`src/rtl/alu_ctrl_seq_if.sv`:
```
// Decode-to-execute bundle between the Controller, the ALU control stage and the MUL/DIV unit.
// master drives the instruction fields; slave is the alu_ctrl_seq stage.
interface alu_ctrl_seq_if #(
  parameter int OP_W = 5
);
  logic            flush;
  logic            stall_in;
  logic            valid_in;
  logic            rtype;
  logic [1:0]      ALUOp;
  logic [2:0]      Funct3;
  logic [6:0]      Funct7;
  logic            jals;
  logic [OP_W-1:0] op_q;
  logic            valid_q;
  logic            md_start;
  logic [2:0]      md_funct;
  logic            md_last;
  logic            md_abort;
  logic            stall_req;

  modport master (
    output flush, stall_in, valid_in, rtype, ALUOp, Funct3, Funct7, jals,
    input  op_q, valid_q, md_start, md_funct, md_last, md_abort, stall_req
  );

  modport slave (
    input  flush, stall_in, valid_in, rtype, ALUOp, Funct3, Funct7, jals,
    output op_q, valid_q, md_start, md_funct, md_last, md_abort, stall_req
  );
endinterface

```
`src/rtl/alu_ctrl_seq.sv`:
```
// Registered ALU control decoder (ID/EX) with RV32M decode and a fixed-latency
// MUL/DIV sequencer that holds the pipeline while the iterative unit is busy.
module alu_ctrl_seq #(
  parameter int OP_W   = 5,
  parameter int EN_M   = 1,
  parameter int MD_LAT = 32
) (
  input logic         clk,
  input logic         rst_n,
  alu_ctrl_seq_if.slave bus
);
  localparam int CNT_W = (MD_LAT > 1) ? $clog2(MD_LAT) : 1;
  localparam logic [CNT_W-1:0] CNT_INIT = CNT_W'(MD_LAT - 1);

  typedef enum logic {IDLE, RUN} state_t;

  state_t          state_q, state_d;
  logic [CNT_W-1:0] cnt_q, cnt_d;
  logic [OP_W-1:0] op_r, op_d, dec_op;
  logic            valid_r, valid_d;
  logic            start_r, start_d;
  logic            abort_r, abort_d;
  logic [2:0]      funct_r, funct_d;
  logic            is_m, busy, last, advance, accept;

  // The counter counts down the remaining busy cycles; zero marks the final one.
  assign busy    = (state_q == RUN) && (cnt_q != '0);
  assign last    = (state_q == RUN) && (cnt_q == '0);
  assign advance = !bus.stall_in && !busy;
  assign is_m    = (EN_M != 0) && bus.rtype && (bus.ALUOp == 2'b10) &&
                   (bus.Funct7 == 7'b0000001);
  assign accept  = advance && bus.valid_in && !bus.flush && is_m;

  always_comb begin
    dec_op = '0;
    case (bus.ALUOp)
      2'b00: dec_op = OP_W'(4'b1011);
      2'b11: dec_op = bus.jals ? OP_W'(4'b1110) : OP_W'(4'b0010);
      2'b01: begin
        case (bus.Funct3)
          3'b000:  dec_op = OP_W'(4'b1000);
          3'b001:  dec_op = OP_W'(4'b1001);
          3'b100:  dec_op = OP_W'(4'b0110);
          3'b101:  dec_op = OP_W'(4'b0111);
          default: dec_op = '0;
        endcase
      end
      2'b10: begin
        if (is_m) begin
          dec_op = OP_W'({2'b10, bus.Funct3});
        end else begin
          case (bus.Funct3)
            3'b000:  dec_op = (bus.Funct7 == 7'b0100000) ? OP_W'(4'b1010) : OP_W'(4'b1011);
            3'b001:  dec_op = OP_W'(4'b0100);
            3'b010:  dec_op = OP_W'(4'b1100);
            3'b100:  dec_op = (bus.Funct7 == 7'b0) ? OP_W'(4'b0011) : '0;
            3'b110:  dec_op = (bus.Funct7 == 7'b0) ? OP_W'(4'b0001) : '0;
            3'b111:  dec_op = OP_W'(4'b0000);
            3'b101:  dec_op = bus.Funct7[5] ? OP_W'(4'b1101) : OP_W'(4'b0101);
            default: dec_op = '0;
          endcase
        end
      end
      default: dec_op = '0;
    endcase
  end

  // A flush on the final busy cycle lets the op complete, so abort only fires while still busy.
  always_comb begin
    state_d = state_q;
    cnt_d   = cnt_q;
    op_d    = op_r;
    valid_d = valid_r;
    funct_d = funct_r;
    start_d = 1'b0;
    abort_d = 1'b0;

    if (advance) begin
      op_d    = dec_op;
      valid_d = bus.valid_in;
    end
    if (bus.flush) begin
      op_d    = '0;
      valid_d = 1'b0;
    end

    case (state_q)
      IDLE: begin
        if (accept) begin
          state_d = RUN;
          cnt_d   = CNT_INIT;
          funct_d = bus.Funct3;
          start_d = 1'b1;
        end
      end
      RUN: begin
        if (bus.flush && !last) begin
          state_d = IDLE;
          cnt_d   = '0;
          abort_d = 1'b1;
        end else if (last) begin
          if (accept) begin
            cnt_d   = CNT_INIT;
            funct_d = bus.Funct3;
            start_d = 1'b1;
          end else begin
            state_d = IDLE;
          end
        end else begin
          cnt_d = cnt_q - 1'b1;
        end
      end
      default: state_d = IDLE;
    endcase
  end

  always_ff @(posedge clk or negedge rst_n) begin
    if (!rst_n) begin
      state_q <= IDLE;
      cnt_q   <= '0;
      op_r    <= '0;
      valid_r <= 1'b0;
      funct_r <= 3'b000;
      start_r <= 1'b0;
      abort_r <= 1'b0;
    end else begin
      state_q <= state_d;
      cnt_q   <= cnt_d;
      op_r    <= op_d;
      valid_r <= valid_d;
      funct_r <= funct_d;
      start_r <= start_d;
      abort_r <= abort_d;
    end
  end

  assign bus.op_q      = op_r;
  assign bus.valid_q   = valid_r;
  assign bus.md_start  = start_r;
  assign bus.md_funct  = funct_r;
  assign bus.md_last   = last;
  assign bus.md_abort  = abort_r;
  assign bus.stall_req = busy;
endmodule

```
`src/flat_wrapper.sv`:
```
// flat-port wrapper written by rule: the top's interface ports become plain ports
module alu_ctrl_seq_flat 
#(
  parameter int OP_W   = 5,
  parameter int EN_M   = 1,
  parameter int MD_LAT = 32
)
  (clk, rst_n, bus_flush, bus_stall_in, bus_valid_in, bus_rtype, bus_ALUOp, bus_Funct3, bus_Funct7, bus_jals, bus_op_q, bus_valid_q, bus_md_start, bus_md_funct, bus_md_last, bus_md_abort, bus_stall_req);
  alu_ctrl_seq_if #(.OP_W(OP_W)) bus_i ();
  input logic clk;
  input logic rst_n;
  input wire logic [$bits(bus_i.flush)-1:0] bus_flush;
  input wire logic [$bits(bus_i.stall_in)-1:0] bus_stall_in;
  input wire logic [$bits(bus_i.valid_in)-1:0] bus_valid_in;
  input wire logic [$bits(bus_i.rtype)-1:0] bus_rtype;
  input wire logic [$bits(bus_i.ALUOp)-1:0] bus_ALUOp;
  input wire logic [$bits(bus_i.Funct3)-1:0] bus_Funct3;
  input wire logic [$bits(bus_i.Funct7)-1:0] bus_Funct7;
  input wire logic [$bits(bus_i.jals)-1:0] bus_jals;
  output wire logic [$bits(bus_i.op_q)-1:0] bus_op_q;
  output wire logic [$bits(bus_i.valid_q)-1:0] bus_valid_q;
  output wire logic [$bits(bus_i.md_start)-1:0] bus_md_start;
  output wire logic [$bits(bus_i.md_funct)-1:0] bus_md_funct;
  output wire logic [$bits(bus_i.md_last)-1:0] bus_md_last;
  output wire logic [$bits(bus_i.md_abort)-1:0] bus_md_abort;
  output wire logic [$bits(bus_i.stall_req)-1:0] bus_stall_req;
  assign bus_i.flush = bus_flush;
  assign bus_i.stall_in = bus_stall_in;
  assign bus_i.valid_in = bus_valid_in;
  assign bus_i.rtype = bus_rtype;
  assign bus_i.ALUOp = bus_ALUOp;
  assign bus_i.Funct3 = bus_Funct3;
  assign bus_i.Funct7 = bus_Funct7;
  assign bus_i.jals = bus_jals;
  assign bus_op_q = bus_i.op_q;
  assign bus_valid_q = bus_i.valid_q;
  assign bus_md_start = bus_i.md_start;
  assign bus_md_funct = bus_i.md_funct;
  assign bus_md_last = bus_i.md_last;
  assign bus_md_abort = bus_i.md_abort;
  assign bus_stall_req = bus_i.stall_req;
  alu_ctrl_seq #(.OP_W(OP_W), .EN_M(EN_M), .MD_LAT(MD_LAT)) u_core (.clk(clk), .rst_n(rst_n), .bus(bus_i));
endmodule
```
`config.mk`:
```
export PLATFORM = sky130hd
export DESIGN_NAME = alu_ctrl_seq_flat
export DESIGN_NICKNAME = d
export VERILOG_FILES = /design/src/rtl/alu_ctrl_seq_if.sv /design/src/rtl/alu_ctrl_seq.sv /design/src/flat_wrapper.sv
export SDC_FILE = /design/constraint.sdc
export NUM_CORES = 1
export LEC_CHECK = 0
export BUFFER_PORTS_ARGS = -buffer_cell sky130_fd_sc_hd__buf_2
export CORE_MARGIN = 5
export CORE_UTILIZATION = 30
export CTS_CLUSTER_DIAMETER = 50
export DETAILED_ROUTE_END_ITERATION = 8
export PLACE_DENSITY = 0.61
export SETUP_SLACK_MARGIN = 0.2
export SYNTH_ARGS = -nofsm -noshare
export SYNTH_HDL_FRONTEND = slang
export SYNTH_SLANG_ARGS = --single-unit
```
`constraint.sdc`:
```
create_clock -name clk -period 7.1 [get_ports clk]
set_clock_uncertainty 0.1 [all_clocks]
set_input_delay 0.355 -clock clk [delete_from_list [all_inputs] [get_ports clk]]
set_output_delay 0.355 -clock clk [all_outputs]
set_load 0.05 [all_outputs]
```
# [Word level (Yosys, flattened, before mapping)]
# Index checks and enable logic that the tools add are counted.
[word_totals] reg_bits=17 in_bits=19 out_inout_bits=13 word_cells=71
[classes] n_addsub=1 n_eq_ne=12 muxes=30 bitwise=1 reduce_logical=20
[ops] cell="$mux W5" count=6
[ops] cell="$pmux W5 S6" count=1
[ops] cell="$pmux W5 S4" count=1
[ops] cell="$pmux W4 S4" count=1
[ops] cell="$mux W1" count=11
[ops] cell="$pmux W5 S2" count=1
[ops] cell="$eq A3 B3 Y1 const B" count=3
[ops] cell="$logic_and A1 B1 Y1" count=9
[ops] cell="$mux W3" count=3
[ops] cell="$mux W4" count=2
[ops] cell="$eq A7 B1 Y1 const B" count=1
[ops] cell="$eq A7 B6 Y1 const B" count=1
[ops] cell="$logic_not A7 Y1" count=1
[ops] cell="$pmux W3 S2" count=1
[ops] cell="$logic_not A5 Y1" count=1
[ops] cell="$reduce_bool A5 Y1" count=1
[ops] cell="$sub A5 B1 Y5 const B" count=1
[ops] cell="$eq A2 B2 Y1 const B" count=2
[ops] cell="$logic_not A1 Y1" count=4
[ops] cell="$ne A2 B2 Y1 const B" count=2
[ops] cell="$pmux W1 S2" count=2
[ops] cell="$eq A3 B1 Y1 const B" count=1
[ops] cell="$eq A3 B2 Y1 const B" count=1
[ops] cell="$logic_not A3 Y1" count=1
[ops] cell="6 further kinds" count=6

# [Depth between registers and ports, before layout]
[logic_depth] ltp_word=11 ltp_mapped=8 ltp_nobuf=7

# [Worst setup path after synthesis]
# No wires, ideal clock.
[synth_timing] path_kind="register to register" startpoint="reg u_core.cnt_q[0]" endpoint="reg u_core.op_r[1], in the netlist u_core.bus.op_q[1]" setup_time_ns=0.139 arrival_ns=2.108 required_time_ns=6.861 slack_ns=4.753 stages_incl_launch_ff=9 path_buffers=1 synth_period_minus_slack_ns=2.347 cell_sequence="dfrtp_1 -> inv_1 -> ha_1 -> or4b_1 -> buf_2 -> nand2_1 -> inv_1 -> a2111oi_0 -> a211oi_1"
[synth_between] elab_chain_len=5
[synth_rtl] element="start, declared" line_no="alu_ctrl_seq.sv:18" source="logic [CNT_W-1:0] cnt_q, cnt_d;"
[synth_rtl] element="start signal, assigned" line_no="alu_ctrl_seq.sv:128" source="cnt_q <= cnt_d;"
[synth_rtl] element="$reduce_bool A5 Y1" line_no="alu_ctrl_seq.sv:27" source="assign busy = (state_q == RUN) && (cnt_q != '0);"
[synth_rtl] element="$logic_and A1 B1 Y1" line_no="alu_ctrl_seq.sv:27"
[synth_rtl] element="net bus_stall_req" line_no="flat_wrapper.sv:26" source="output wire logic [$bits(bus_i.stall_req)-1:0] bus_stall_req;"
[synth_rtl] element="$logic_not A1 Y1" line_no="alu_ctrl_seq.sv:29" source="assign advance = !bus.stall_in && !busy;"
[synth_rtl] element="$logic_and A1 B1 Y1" line_no="alu_ctrl_seq.sv:29"
[synth_rtl] element="$reduce_bool A2 Y1 (no line)"
[synth_rtl] element="end signal, assigned" line_no="alu_ctrl_seq.sv:129" source="op_r <= op_d;"
[synth_rtl] element="end, declared" line_no="alu_ctrl_seq.sv:19" source="logic [OP_W-1:0] op_r, op_d, dec_op;"
# The timed path passes the listed nets, and every way through them passes these cells.
# A chain may end at the register's enable or synchronous reset.

# [Final worst setup path]
[layout_timing] startpoint="reg u_core.cnt_q[0]" endpoint="out bus_stall_req"
[layout_between] elab_chain_len=2
[layout_rtl] element="$reduce_bool A5 Y1" line_no="alu_ctrl_seq.sv:27"
[layout_rtl] element="$logic_and A1 B1 Y1" line_no="alu_ctrl_seq.sv:27"
[layout_rtl] element="end, declared" line_no="flat_wrapper.sv:26"
# No other way between the ends.

==> metrics.cfg <==
[worst_setup_path]
cp_max_fo = 8
reg2reg_from = u_core.cnt_q[0]$_DFF_PN0_
crit_chain = inv_1 > ha_1 > or4b_1 > nand2_1 > inv_1 > buf_2
crit_start = u_core.cnt_q[0]$_DFF_PN0_
cp.arrival_ns = 2.19
cp_num_buf_inv = 3
cp_slowest_cell = or4b_1
ff2ff_setup_slack_ns = 4.64
worstSetupPathType = reg2out
slowest_delay_ns = 0.57
path_common_cell = inv_1
rr_worst_depth = 6
setup.worst_path.start_class = flop
cp.depth = 6
end_kind = output pin
worstPathRequired_ns = 6.64
r2r_end = u_core.bus.md_funct[2]$_DFFE_PN0P_
endpoint = bus_stall_req
cp_top_family = simple AND/OR/NAND/NOR gates

[drt]
first_iter_violations = 47
num_vias = 942
wire_per_inst_um = 13.4
wl_um = 2550
antenna_left = 0
first_pass_iters = 4
vias_per_cell = 4.96
drc = 0

[cells_and_area]
syn_to_final_growth_pct = 23.0
layout-drive-gt1-share = 0.313
nets = 166
n_antenna_cell = 0
fillerInstances = 363

[synth]
synthArstFlopShare = 1.00
synth_top_area_cell = dfrtp_1
synthSimpleGateAreaFrac = 0.235
synth-main-ff-cell = dfrtp_1
synthAdderAreaFrac = 0.0341
synth-compound-area-share = 0.227
syn_avg_cell_area_um2 = 9.25
synth_warnings = 0
synth_edf_count = 0
ys_seq_area_frac = 0.414
synth-seq-cells = 17
synthMuxAreaShare = 0.0524
synth_area_um2 = 1030
yosysTopAreaCellShare = 0.414
synthCells = 111
synth_nets = 132
synth.distinct_cells = 40
synth_top_family_by_area = simple AND/OR/NAND/NOR gates
yosys.area_share.xor_xnor = 0
synth_area_leaders = dfrtp_1, a21oi_1, nor2_1, mux2_2, o21ai_0

[clocking]
clock_latency_ns = 0.29
clkTransAtPathRegs_ns = 0.10
clockRootBuffer = clkbuf_4
ctsHtreeMaxLevel = 1
cts_setup_buffers = 0
clockBufferDepth = 2
cts_resized = 0
cts_tree = yes
cts_hold_buf = 1
cts_buffers = 3
clkSinkCount = 17

[grt]
grt_pass1_vias = 961
grt_use_total = 0.121
grt_max_degree = 18
grt_first_pass_wirelength_um = 4370
antenna_found_initial = 0
gr-total-overflow = 0

[pwr]
max-vdd-ir-drop_v = 0.0000502
cellPowerDensity_nw_per_um2 = 150
p_leak_nw = 0.648

[run_status]
status = finished clean

[timing]
post-route-period-util = 0.372
finalHoldViolCount = 0
holdWs_ns = 0.226
min_period_ns = 2.64
tightest_slew_ns = 0.716
fmax_ghz = 0.378
setup_tns_ns = 0
setup-violations-final = 0
relSlewSlack = 0.519
rsz0062_at_grt = false
report.final.slew_viol_count = 0

[floorplan]
dieWidth_um = 68.5
num_rows = 21
start_util = 0.308
die_y_um = 68.5
core_area_um2 = 3340
pin_count = 32
die_area_um2 = 4690

[flow_run]
cap_viol_max_count = 0

[placed_design]
finalWeightedCongestion = 0.778
hpwl_um = 1990
io_buffer_count = 31

[hold_path]
min_path_type = in2reg

-- sequential cells by signal, indices dropped and copies added, names as in the netlist --
name	flops
u_core.bus.valid_q	1
u_core.cnt_q	5
u_core.bus.md_start	1
u_core.bus.op_q	5
u_core.state_q	1
u_core.bus.md_abort	1
u_core.bus.md_funct	3
-- layout make-up --
cell class,instances,area [um^2],area share
Timing Repair Buffer,32,165,0.131
Sequential cell,17,425,0.337
Tap cell,46,57.6,0.0455
Inverter,7,26.3,0.0208
Clock buffer,4,26.3,0.0208
Multi-Input combinational cell,84,563,0.446
-- worst min-delay path by stage --
stage                     depth (start not counted)                              to         start
after floorplan                                   0   u_core.bus.md_abort$_DFF_PN0_         rst_n
after global placement                            1       u_core.cnt_q[4]$_DFF_PN0_         rst_n
after detailed placement                          1       u_core.cnt_q[4]$_DFF_PN0_         rst_n
after CTS                                         3  u_core.bus.valid_q$_DFFE_PN0P_  bus_valid_in
after global routing                              3  u_core.bus.valid_q$_DFFE_PN0P_  bus_valid_in
final                                             3  u_core.bus.valid_q$_DFFE_PN0P_  bus_valid_in
-- kinds of logic after synthesis --
logic type      after synthesis
flops                        17
compound gates               32
fa+ha+maj                     3
mux                           5
buf+inv                      10
simple gates                 44
-- worst register-to-register path, stage by stage, from the launching register on --
cell,delay [ns]
dfrtp_1,0.42
inv_1,0.09
ha_1,0.15
or4b_1,0.57
a2111oi_4,0.42
nand3_2,0.27
mux2_2,0.34
-- layout by cell type (no fill, tap or decap), types with 2 or more instances in the layout --
cell type	n
buf_2	31
dfrtp_1	17
a21oi_1	11
nor2_1	9
nand2_1	8
inv_1	7
o21ai_0	6
nand3_1	5
nand2b_1	4
nor3_1	3
mux2_2	3
clkbuf_4	3
or2_2	2
o211ai_1	2
nor2b_1	2
nand3b_1	2
a211oi_1	2
mux2i_1	2
ha_1	2
-- per-stage QoR --
step                std cells  area, um^2  setup WS [ns]  power [W]   util
floorplan                 111        1030           4.75   0.000123      -
global placement          185        1230           4.73   0.000137  0.368
detailed placement        185        1230           4.64   0.000138  0.368
CTS                       190        1260           4.46   0.000192  0.379
global route              190        1260           4.34   0.000198  0.379
finish                    190        1260           4.46   0.000189  0.379
-- per-layer routing --
| metal | up-vias | routed length [um] | GRT usage |
|---|---|---|---|
| met5 | - | 0 | 0 |
| met4 | 0 | 19 | 0.0372 |
| met3 | 2 | 109 | 0.0162 |
| met2 | 24 | 1240 | 0.207 |
| met1 | 440 | 1180 | 0.157 |
| li1 | 476 | - | - |
-- cells in the mapped netlist, types with 2 or more instances --
master    number
o211ai_1       2
ha_1           2
nor2b_1        2
mux2_2         3
nor3_1         3
nand2_1        8
clkbuf_1       2
nor2_1         9
or2_2          2
a21oi_1       11
nand3b_1       2
mux2i_1        2
nand3_1        5
a211oi_1       2
dfrtp_1       17
nand2b_1       4
o21ai_0        6
inv_1          7
-- report_power, final --
part           total [W]  switching [W]  internal, W  leakage [nW]
Combinational  0.0000353      0.0000230    0.0000123         0.410
Clock          0.0000532      0.0000314    0.0000218        0.0150
Sequential      0.000101     0.00000162    0.0000992         0.223
Total           0.000189      0.0000560     0.000133         0.648
Note: power is estimated with default switching activity, not from simulation.
